`src/rtl/riscv_pkg.sv`:
```
// Shared definitions for the unified memory port arbiter: FSM state encoding,
// machine word geometry and a small saturating-counter helper.
package riscv_pkg;

    localparam int XLEN   = 32;
    localparam int MASK_W = XLEN / 8;

    typedef enum logic [1:0] {
        IDLE   = 2'd0,
        F_WAIT = 2'd1,
        M_WAIT = 2'd2
    } arb_state_t;

    function automatic logic [3:0] sat_inc4(input logic [3:0] value, input logic [3:0] limit);
        logic [3:0] result;
        if (value >= limit) begin
            result = limit;
        end else begin
            result = value + 4'd1;
        end
        return result;
    endfunction

endpackage

```
`src/rtl/mem_port_arbiter.sv`:
```
// Arbitrates one fixed-latency memory port between instruction fetch (F) and
// load/store (M); loads/stores win unless fetch has been starved STARVE_MAX times.
module mem_port_arbiter
    import riscv_pkg::*;
#(
    parameter int ADDR_W     = XLEN,
    parameter int DATA_W     = XLEN,
    parameter int MEM_LAT    = 1,
    parameter int STARVE_MAX = 4
) (
    input  logic                  clk_i,
    input  logic                  rst_i,
    input  logic                  flush_i,
    input  logic                  F_req_i,
    input  logic [ADDR_W-1:0]     F_addr_i,
    output logic [DATA_W-1:0]     F_rdata_o,
    output logic                  F_valid_o,
    output logic                  F_busy_o,
    input  logic                  M_req_i,
    input  logic                  M_we_i,
    input  logic [ADDR_W-1:0]     M_addr_i,
    input  logic [DATA_W-1:0]     M_wdata_i,
    input  logic [DATA_W/8-1:0]   M_wmask_i,
    output logic [DATA_W-1:0]     M_rdata_o,
    output logic                  M_valid_o,
    output logic                  M_busy_o,
    output logic [ADDR_W-1:0]     mem_addr_o,
    output logic [DATA_W-1:0]     mem_wdata_o,
    output logic [DATA_W/8-1:0]   mem_wmask_o,
    output logic                  mem_rstrb_o,
    input  logic [DATA_W-1:0]     mem_rdata_i
);

    localparam int         MASK_BITS  = DATA_W / 8;
    localparam logic [3:0] LAT_INIT   = 4'(MEM_LAT - 1);
    localparam logic [3:0] STARVE_LIM = 4'(STARVE_MAX);

    arb_state_t          state_r;
    arb_state_t          state_nxt_s;
    logic [3:0]          lat_cnt_r;
    logic [3:0]          starve_cnt_r;
    logic                discard_r;
    logic                we_r;
    logic [ADDR_W-1:0]   addr_r;
    logic [DATA_W-1:0]   wdata_r;
    logic                grant_m_s;
    logic                grant_f_s;
    logic                done_s;
    logic                discard_now_s;

    assign done_s        = (state_r != IDLE) && (lat_cnt_r == 4'd0);
    // A flush arriving in the very completion cycle must still suppress the fetch.
    assign discard_now_s = discard_r | flush_i;
    assign F_busy_o      = F_req_i & ~F_valid_o;
    assign M_busy_o      = M_req_i & ~M_valid_o;

    // Grant decision, only made from IDLE and never while reset is held.
    always_comb begin
        grant_m_s = 1'b0;
        grant_f_s = 1'b0;
        if ((state_r == IDLE) && !rst_i) begin
            if (M_req_i && !(F_req_i && (starve_cnt_r == STARVE_LIM))) begin
                grant_m_s = 1'b1;
            end else if (F_req_i && !flush_i) begin
                grant_f_s = 1'b1;
            end else begin
                grant_m_s = 1'b0;
                grant_f_s = 1'b0;
            end
        end else begin
            grant_m_s = 1'b0;
            grant_f_s = 1'b0;
        end
    end

    // Next-state logic.
    always_comb begin
        state_nxt_s = state_r;
        case (state_r)
            IDLE: begin
                if (grant_m_s) begin
                    state_nxt_s = M_WAIT;
                end else if (grant_f_s) begin
                    state_nxt_s = F_WAIT;
                end else begin
                    state_nxt_s = IDLE;
                end
            end
            F_WAIT, M_WAIT: begin
                if (lat_cnt_r == 4'd0) begin
                    state_nxt_s = IDLE;
                end else begin
                    state_nxt_s = state_r;
                end
            end
            default: state_nxt_s = IDLE;
        endcase
    end

    // Memory port drive: live requester fields on the issue cycle, latched ones afterwards.
    always_comb begin
        mem_addr_o  = addr_r;
        mem_wdata_o = wdata_r;
        mem_wmask_o = {MASK_BITS{1'b0}};
        mem_rstrb_o = 1'b0;
        if (grant_m_s) begin
            mem_addr_o  = M_addr_i;
            mem_wdata_o = M_wdata_i;
            mem_wmask_o = M_we_i ? M_wmask_i : {MASK_BITS{1'b0}};
            mem_rstrb_o = ~M_we_i;
        end else if (grant_f_s) begin
            mem_addr_o  = F_addr_i;
            mem_rstrb_o = 1'b1;
        end else begin
            mem_rstrb_o = 1'b0;
        end
    end

    // Access sequencing: state, latency countdown, latched access context and discard flag.
    always_ff @(posedge clk_i) begin
        if (rst_i) begin
            state_r   <= IDLE;
            lat_cnt_r <= 4'd0;
            discard_r <= 1'b0;
            we_r      <= 1'b0;
            addr_r    <= {ADDR_W{1'b0}};
            wdata_r   <= {DATA_W{1'b0}};
        end else begin
            state_r <= state_nxt_s;
            if (grant_m_s || grant_f_s) begin
                lat_cnt_r <= LAT_INIT;
                addr_r    <= mem_addr_o;
                wdata_r   <= mem_wdata_o;
                we_r      <= grant_m_s & M_we_i;
            end else if ((state_r != IDLE) && (lat_cnt_r != 4'd0)) begin
                lat_cnt_r <= lat_cnt_r - 4'd1;
            end else begin
                lat_cnt_r <= lat_cnt_r;
            end
            if (done_s) begin
                discard_r <= 1'b0;
            end else if ((state_r == F_WAIT) && flush_i) begin
                discard_r <= 1'b1;
            end else begin
                discard_r <= discard_r;
            end
        end
    end

    // Completion: capture read data and pulse the winner's valid for one cycle.
    always_ff @(posedge clk_i) begin
        if (rst_i) begin
            F_valid_o <= 1'b0;
            M_valid_o <= 1'b0;
            F_rdata_o <= {DATA_W{1'b0}};
            M_rdata_o <= {DATA_W{1'b0}};
        end else begin
            F_valid_o <= 1'b0;
            M_valid_o <= 1'b0;
            if (done_s && (state_r == F_WAIT) && !discard_now_s) begin
                F_valid_o <= 1'b1;
                F_rdata_o <= mem_rdata_i;
            end else if (done_s && (state_r == M_WAIT)) begin
                M_valid_o <= 1'b1;
                if (!we_r) begin
                    M_rdata_o <= mem_rdata_i;
                end else begin
                    M_rdata_o <= M_rdata_o;
                end
            end else begin
                F_rdata_o <= F_rdata_o;
                M_rdata_o <= M_rdata_o;
            end
        end
    end

    // Fetch starvation counter: counts M wins over a waiting fetch.
    always_ff @(posedge clk_i) begin
        if (rst_i) begin
            starve_cnt_r <= 4'd0;
        end else if (grant_f_s) begin
            starve_cnt_r <= 4'd0;
        end else if (grant_m_s && F_req_i) begin
            starve_cnt_r <= sat_inc4(starve_cnt_r, STARVE_LIM);
        end else if ((state_r == IDLE) && !F_req_i) begin
            starve_cnt_r <= 4'd0;
        end else begin
            starve_cnt_r <= starve_cnt_r;
        end
    end

endmodule

```
`config.mk`:
```
export PLATFORM = sky130hd
export DESIGN_NAME = mem_port_arbiter
export DESIGN_NICKNAME = d
export VERILOG_FILES = /design/src/rtl/riscv_pkg.sv /design/src/rtl/mem_port_arbiter.sv
export SDC_FILE = /design/constraint.sdc
export NUM_CORES = 1
export LEC_CHECK = 0
export BUFFER_PORTS_ARGS = -buffer_cell sky130_fd_sc_hd__buf_2
export CAP_MARGIN = 20
export CORE_UTILIZATION = 35
export CTS_BUF_LIST = sky130_fd_sc_hd__clkbuf_4 sky130_fd_sc_hd__clkbuf_8 sky130_fd_sc_hd__clkbuf_16
export DETAILED_ROUTE_END_ITERATION = 8
export PLACE_DENSITY_LB_ADDON = 0.15
export SLEW_MARGIN = 0
export SYNTH_ARGS = -nofsm -noshare
export SYNTH_HDL_FRONTEND = slang
export SYNTH_SLANG_ARGS = --single-unit
export TNS_END_PERCENT = 10
```
`constraint.sdc`:
```
create_clock -name clk_i -period 2.4 [get_ports clk_i]
set_clock_uncertainty 0.1 [all_clocks]
set_input_delay 0.12 -clock clk_i [delete_from_list [all_inputs] [get_ports clk_i]]
set_output_delay 0.12 -clock clk_i [all_outputs]
set_load 0.005 [all_outputs]
```
==> results.cfg, run 1 <==
[setup_path]
required_ns = 2.18
critical_path.slowest_cell = dfxtp_2
critPathBufInv = 4
arrival_ns = 2.12
cp_cell_sequence = inv_2, ha_4, and3b_2, and2_4, buf_8, buf_16, a22oi_2, nand2_1, buf_2
max_stage_delay_ns = 0.33
cp-start-kind = flop
crit_fanout = 6
worstSetupPathType = flop to output pin
endpoint_kind = output pin
path_delay_family = buffers and inverters

[place]
dpl_cell_area_sq_um = 7110
dp_hpwl_microns = 10800
routabilityCongestion = 0.763
dpl.cell_count = 1041
io_buffers = 274

[power_and_ir_drop]
sw_frac_of_total_pct = 24.3
p_int_mw = 4.37
power.density_nw_per_um2 = 607
pwr-share-comb_pct = 14.8
p_switching_mw = 1.40
power_frac_seq_pct = 42.4
finalPower_mw = 5.77
pwr-share-clk_pct = 42.8
leakage_nw = 4.43
peakVddDrop_mv = 0.486

[floorplanning]
dieWidth_microns = 127
initial_core_util_pct = 35.9
die_y_microns = 127
num_rows = 45
core-area_sq_um = 15300
io_pins = 275
dieArea_sq_um = 16200

[logic_synthesis]
synthDistinctLibCells = 35
ys_seq_elements = 142
yosysMostFrequentCell = dfxtp_1
syn_avg_cell_area_sq_um = 9.39
yosysWarnings = 0
ys_top_cells_by_area = dfxtp_1, nand2_1, a21oi_1
syn_area_sq_um = 5490
syn_nets = 729
synth_edf_count = 0
yosys_most_used_dff = dfxtp_1
synth_commonest_cells = dfxtp_1, nand2_1, a21oi_1
async_flop_share_pct = 0
synth_top_area_share_pct = 51.8
seq_area_frac_synth_pct = 51.8
syn_inst = 584
yosysTopAreaCell = dfxtp_1

[clock_tree]
htreeDepth = 4
numCtsBuffers = 17
cts_tree = yes
clock_path_buffers = 2
clk_latency_ns = 0.41
cts_num_sinks = 142
root_buffer = clkbuf_16
clkTransAtPathRegs_ns = 0.06

[detailed_routing]
avgViaCountPerCell = 4.90
first_pass_iters = 5
drc = 0
vias = 5980
drt_iter0_markers = 213
routed_wl_microns = 18600
ant_nets = 0
post_drt_wl_per_cell_microns = 15.2

[layout]
final_area_sq_um = 9510
antenna_cells = 0
drive_gt1_share_pct = 40.1
final_core_util_pct = 62.3
seqCellArea_sq_um = 2850
instances_no_fill = 1220
area_delta_synth_final_pct = 73.3
layout.nets = 1141
multi_input_area_sq_um = 2610
final.fill_count = 1246

[sta]
slew_headroom_pct = 67.3
hold_viol = 0
fin_crit_sh_pct = 97.6
grt_setup_unrepaired = true
setup_viol_count_final = 0
max_freq_mhz = 427
worst_pin_slew_ns = 0.491
maxSlewViolCount = 0
finalCriticalPeriod_ns = 2.34
tns_ns = 0

[global_route]
grt_pass1_vias = 6054
grt_max_degree = 105
gr-usage-all-layers_pct = 22.2
antenna_found_initial = 0
grt_pass1_wl_microns = 28600
gr-total-overflow = 0

[job]
drv_cap = 0

[run_status]
outcome = completed

[min_path]
hold_class = input port to flop
worst reg2reg max path: cells and delay by family (launching register included):
kind	cells	cell delay (ns)
flops	1	0.33
buf+inv	4	0.92
simple gates	2	0.38
fa+ha+maj	1	0.17
compound gates	2	0.28
power groups by stage:
stage / clock (mW) / combinational, mW / sequential, mW
CTS: 2.52 / 0.771 / 2.44
detailed placement: 0 / 0.549 / 2.49
global placement: 0 / 0.541 / 2.49
finish: 2.47 / 0.853 / 2.44
floorplan: 0 / 0.268 / 2.49
global route: 2.63 / 0.917 / 2.45
logic make-up (layout without fill, tap and decap cells):
family,count (synthesis),in the layout,share of synthesized area [%]
flip-flops,142,142,51.8
XOR/XNOR,2,2,0.319
AO/OA/AOI/OAI,144,144,17.1
buffers and inverters,51,476,4.24
AND/OR/NAND/NOR,206,206,18.4
adder cells (fa/ha/maj),7,7,1.60
multiplexers,32,32,6.57
through the flow:
stage          setup WS, ns  hold WS (ns)
6_report             0.0574        0.0129
5_1_grt             -0.0485       0.00831
4_1_cts             -0.0372      0.000385
3_5_place_dp         0.0754         0.252
3_3_place_gp          0.140         0.250
2_1_floorplan         0.144         0.129
final cells by class:
type | instances | share of cell area, %
Timing Repair Buffer | 436 | 33.6
Sequential cell | 142 | 29.9
Multi-Input combinational cell | 391 | 27.5
Clock buffer | 18 | 4.62
Tap cell | 211 | 2.78
Clock inverter | 14 | 1.25
Inverter | 8 | 0.316
cells in the final DEF, fill, tap and decap left out, drive strengths merged, types with 3 or more instances in the layout:
cell type	Yosys	final
nor2b	34	34
ha	7	7
inv	8	10
a22o	33	33
dlygate4sd3	0	126
nand2	101	101
dfxtp	142	142
nor2	8	8
clkinv	0	6
buf	18	307
a21oi	73	73
clkbuf	25	20
and3	4	4
nand2b	3	3
nand3	38	38
mux2	32	32
clkinvlp	0	5
nor3b	3	3
nor3	3	3
a22oi	32	32
path summary, 6_finish.rpt:
kind                                                 start                          to  slack, ns  cells after the start
worst min register to register  M_rdata_o[10]$_SDFFE_PP0P_  M_rdata_o[10]$_SDFFE_PP0P_       0.35                      2
worst max-delay path               state_r[0]$_SDFFE_PP0P_               mem_addr_o[1]       0.06                      9
worst min-delay path                         M_wdata_i[20]    wdata_r[20]$_SDFFE_PP0P_       0.01                      3
worst max register to register     state_r[0]$_SDFFE_PP0P_      addr_r[6]$_SDFFE_PP0P_       0.11                      9
flip-flops by register name (all words and copies together) (netlist names):
signal / flops
F_rdata_o: 32
M_rdata_o: 32
addr_r: 32
wdata_r: 32
lat_cnt_r: 4
starve_cnt_r: 4
state_r: 2
F_valid_o: 1
M_valid_o: 1
discard_r: 1
we_r: 1
timing repair:
item	4_1_cts	5_1_grt
resized for setup	23	46
pin swaps	7	6
setup endpoints to repair	64	67
endpoints found under the hold margin	130	0
hold buffers	126	0
gates cloned	4	2
buffers inserted	10	5
per-layer routing:
metal,share of wire [%],wire [microns],global-route usage (%),vias to the layer above
met3,6.2,1150,5.90,54
li1,-,-,-,2877
met4,2.8,527,11.7,0
met5,0,0,0,-
met2,50,9320,39.0,255
met1,41,7600,24.5,2794
No activity file was read; power rests on OpenSTA's default activity.
==> run 2, diff against run 1 <==
RECOVER_POWER = 25   (was unset)
REMOVE_ABC_BUFFERS = 1   (was unset)
==> run 2 against run 1 <==
The run now ends with setup timing left; sequential cell count unchanged; core utilization increased by 1.4 points; non-clock buffer count increased by 2; die area unchanged; combinational power increased by 6.0%; first-iteration DRC count increased by 84%; critical path type unchanged; critical endpoint is now mem_wdata_o[14].
==> results.cfg, run 2 (synthesized netlist as in run 1, its figures left out) <==
[detailed_routing]
ant_nets = 0
routed_wl_microns = 20000
avgViaCountPerCell = 4.91
vias = 6010
first_pass_iters = 4
drc = 0
drt_iter0_markers = 392
post_drt_wl_per_cell_microns = 16.3

[power_and_ir_drop]
finalPower_mw = 6.04
power.density_nw_per_um2 = 622
peakVddDrop_mv = 0.424
leakage_nw = 4.35

[setup_path]
crit_fanout = 7
arrival_ns = 2.20
max_stage_delay_ns = 0.35
critical_path.slowest_cell = mux2_2
path_delay_family = buffers and inverters
worstSetupPathType = flop to output pin
crit_start = state_r[1]$_SDFFE_PP0P_
rr_startpoint = state_r[1]$_SDFFE_PP0P_
cp-start-kind = flop
cp_cell_sequence = inv_2, ha_4, buf_6, and3b_2, and2_4, buf_12, mux2_2, buf_2
critPathBufInv = 4
endpoint_kind = output pin
required_ns = 2.18

[floorplanning]
core-area_sq_um = 15300
initial_core_util_pct = 35.9
dieWidth_microns = 127
io_pins = 275
dieArea_sq_um = 16200
die_y_microns = 127
num_rows = 45

[clock_tree]
clock_path_buffers = 2
clkTransAtPathRegs_ns = 0.06
root_buffer = clkbuf_16
clk_latency_ns = 0.43
cts_num_sinks = 142
numCtsBuffers = 17
htreeDepth = 4
cts_tree = yes

[sta]
maxSlewViolCount = 0
hold_viol = 0
layout_setup_ws_ns = -0.0197
grt_setup_unrepaired = true
max_freq_mhz = 413
slew_headroom_pct = 59.7
fin_crit_sh_pct = 101
setup_viol_count_final = 10
holdWs_ns = 0.0215
finalCriticalPeriod_ns = 2.42
worst_pin_slew_ns = 0.605

[global_route]
gr-total-overflow = 0
grt_pass1_wl_microns = 28200
antenna_found_initial = 0
grt_max_degree = 58
grt_pass1_vias = 5901
gr-usage-all-layers_pct = 22.4

[place]
dp_hpwl_microns = 11100
io_buffers = 274
routabilityCongestion = 0.750

[layout]
final.fill_count = 1240
drive_gt1_share_pct = 38.2
layout.nets = 1144
antenna_cells = 0
area_delta_synth_final_pct = 77.3
multi_input_area_sq_um = 2710
seqCellArea_sq_um = 2850
layout_common_cells = buf_2, dfxtp_1, dlygate4sd3_1
final_common_cell = buf_2

[run_status]
violations = setup timing
outcome = finished, violations left

[min_path]
hp-start = F_addr_i[23]
hold_class = input port to flop

[job]
drv_cap = 0
run 2: cell types whose count changed in the layout (fill, tap and decap cells not counted), moves of 5 or more:
cell	previous run	this run
mux2_2	13	4
buf_6	8	27
buf_2	267	220
clkbuf_16	19	24
clkbuf_1	0	30
a22oi_2	17	27
mux2_4	19	28
a22oi_1	15	5
run 2: area by class of cell:
class                   instances  area share (%)
clock buffers                  19            4.53
clock inverters                13            1.70
inverters                       8           0.309
multi-input cells             392            27.9
flip-flops and latches        142            29.3
well taps                     211            2.71
repair buffers                438            33.6
run 2: worst paths after layout:
path | depth (start not counted) | slack, ns | end
max | 8 | -0.02 | mem_wdata_o[14]
min | 4 | 0.02 | addr_r[23]$_SDFFE_PP0P_
max reg2reg | 9 | 0.01 | addr_r[3]$_SDFFE_PP0P_
min reg2reg | 2 | 0.35 | M_rdata_o[12]$_SDFFE_PP0P_
run 2: power by group:
group          switching (mW)  total (mW)  internal [mW]
sequential             0.0217        2.44           2.42
clock                    1.03        2.70           1.66
combinational           0.381       0.904          0.523
total                    1.44        6.04           4.61
run 2: through the flow:
stage	setup TNS [ns]	util [%]	setup slack (ns)	instances	cell area (sq um)
after floorplan	-102.27	-	-0.671	541	5280
final	-0.0545	63.7	-0.0197	1223	9730
after global placement	0	46.5	0.132	1041	7090
after detailed placement	0	46.5	0.0868	1041	7090
after CTS	-2.49	60.1	-0.0792	1205	9180
after global routing	-3.34	63.7	-0.107	1223	9730
run 2: worst min-delay path: stages:
cell and delay (ns):
buf_2 0.09, a22oi_2 0.06, buf_4 0.13, a21oi_1 0.10
run 2: what timing repair did:
action / CTS / global route
setup endpoints to repair: 64 / 84
resized for setup: 33 / 70
gates cloned: 1 / 10
hold endpoints to repair: 131 / 0
hold buffers: 128 / 0
pin swaps: 12 / 7
setup buffers: 3 / 8
run 2: routing by layer:
layer  up-vias  share of wire, %  global-route usage [%]
met5         -                 0                       0
met4         0               4.1                    12.4
met3        68               6.5                    6.95
met2       266                50                    38.8
met1      2806                39                    24.4
li1       2870                 -                       -
==> run 3, diff against run 2 <==
CORE_MARGIN = 2   (was unset)
CORE_UTILIZATION = 41   (was 35)
CTS_BUF_LIST = sky130_fd_sc_hd__clkbuf_8 sky130_fd_sc_hd__clkbuf_16   (was sky130_fd_sc_hd__clkbuf_4 sky130_fd_sc_hd__clkbuf_8 sky130_fd_sc_hd__clkbuf_16)
==> run 3 against run 2 <==
The flow still finishes with violations (setup timing); die area shrank 11%; worst hold slack worse by 0.0032 ns; combinational power down 8.3%; setup slack improved by 0.0026 ns; via count grew 3.4%; sequential cell count is the same; largest power group unchanged.
==> results.cfg, run 3 (synthesized netlist as in run 1, its figures left out) <==
[sta]
fin_crit_sh_pct = 101
finalCriticalPeriod_ns = 2.42
layout_setup_ws_ns = -0.0171
max_freq_mhz = 414
worst_pin_slew_ns = 1.14
hold_viol = 0
maxSlewViolCount = 0
tns_ns = -0.0504
grt_setup_unrepaired = true
slew_headroom_pct = 23.7
setup_viol_count_final = 6

[floorplanning]
num_rows = 42
dieArea_sq_um = 14300
io_pins = 275
die_y_microns = 120
initial_core_util_pct = 41.8
core-area_sq_um = 13100
dieWidth_microns = 120

[global_route]
gr-total-overflow = 0
gr-usage-all-layers_pct = 27.4
grt_pass1_vias = 6247
grt_pass1_wl_microns = 31000
antenna_found_initial = 0
grt_max_degree = 105

[detailed_routing]
drt_iter0_markers = 390
ant_nets = 0
avgViaCountPerCell = 5.27
drc = 0
routed_wl_microns = 19900
first_pass_iters = 6
vias = 6214
post_drt_wl_per_cell_microns = 16.8

[setup_path]
cp_cell_sequence = inv_2, ha_4, and3b_1, and2_4, buf_12, buf_12, a22oi_1, dlygate4sd3_1, a21oi_1
crit_fanout = 9
endpoint_kind = flop
rrSetupSlack_ns = -0.02
arrival_ns = 2.57
cp-start-kind = flop
crit_top_cell = buf_12
required_ns = 2.55
path_delay_family = buffers and inverters
critPathBufInv = 4
worstSetupPathType = flop to flop
max_stage_delay_ns = 0.62
critical_path.slowest_cell = dlygate4sd3_1

[layout]
multi_input_area_sq_um = 2600
final.fill_count = 911
layout_common_cells = buf_2, dfxtp_1, dlygate4sd3_1
drive_gt1_share_pct = 36.9
final_core_util_pct = 71.6
antenna_cells = 0
final_common_cell = buf_2
area_delta_synth_final_pct = 71.5
seqCellArea_sq_um = 2850
layout.nets = 1136

[place]
routabilityCongestion = 0.755
io_buffers = 274
dp_hpwl_microns = 10800

[clock_tree]
numCtsBuffers = 17
clk_latency_ns = 0.42
clock_path_buffers = 2
cts_num_sinks = 142
root_buffer = clkbuf_16
htreeDepth = 4
clkTransAtPathRegs_ns = 0.06
cts_tree = yes

[power_and_ir_drop]
peakVddDrop_mv = 0.476
power.density_nw_per_um2 = 675
leakage_nw = 4.25

[job]
drv_cap = 0

[run_status]
outcome = finished, violations left
violations = setup timing

[min_path]
hold_class = input port to flop
## run 3: area by class of cell
cell class	instances	area share, %
Tap cell	176	2.34
Clock buffer	20	4.96
Timing Repair Buffer	431	32.1
Inverter	8	0.319
Sequential cell	142	30.3
Multi-Input combinational cell	391	27.6
Clock inverter	12	2.42
## run 3: where the power goes
group | switching [mW] | internal [mW] | total (mW)
registers | 0.0233 | 2.42 | 2.45
clock network | 1.03 | 2.05 | 3.07
logic | 0.368 | 0.461 | 0.829
## run 3: final timing paths
check,startpoint,endpoint,cells past startpoint
worst max-delay path,state_r[1]$_SDFFE_PP0P_,addr_r[8]$_SDFFE_PP0P_,9
worst min-delay path,M_req_i,state_r[0]$_SDFFE_PP0P_,4
worst max register to register,state_r[1]$_SDFFE_PP0P_,addr_r[8]$_SDFFE_PP0P_,9
worst min register to register,M_rdata_o[30]$_SDFFE_PP0P_,M_rdata_o[30]$_SDFFE_PP0P_,2
## run 3: routing by layer
layer / track usage [%] / wire length (microns)
met2: 47.4 / 10000
met5: 0 / 0
met4: 17.7 / 1150
met3: 7.60 / 1380
met1: 29.4 / 7340
## run 3: repair_timing
action	4_1_cts	5_1_grt
resized for setup	34	13
hold buffers	131	0
gates cloned	3	0
pin swaps	3	6
endpoints found under the hold margin	133	0
setup endpoints to repair	76	76
setup buffers	4	3
## run 3: worst register-to-register path, delay by kind of cell, from the launching register on
family,cells,cell delay (ns)
buffers and inverters,4,0.97
DFF,1,0.35
AOI/OAI and AO/OA,2,0.32
adders and majority gates,1,0.16
and+or+nand+nor,2,0.36
## run 3: metrics by stage
| step | setup WS [ns] | cell area (sq um) | instances | hold slack, ns | total power [mW] |
|---|---|---|---|---|---|
| detailed placement | -0.0141 | 7110 | 1007 | 0.250 | 3.05 |
| global route | -0.0909 | 9410 | 1180 | 0.0448 | 6.55 |
| CTS | -0.0176 | 9400 | 1177 | 0.00493 | 6.34 |
| floorplan | -0.671 | 5280 | 541 | 0.0891 | 2.72 |
| global placement | 0.0758 | 7110 | 1007 | 0.248 | 3.04 |
| finish | -0.0171 | 9410 | 1180 | 0.0183 | 6.35 |
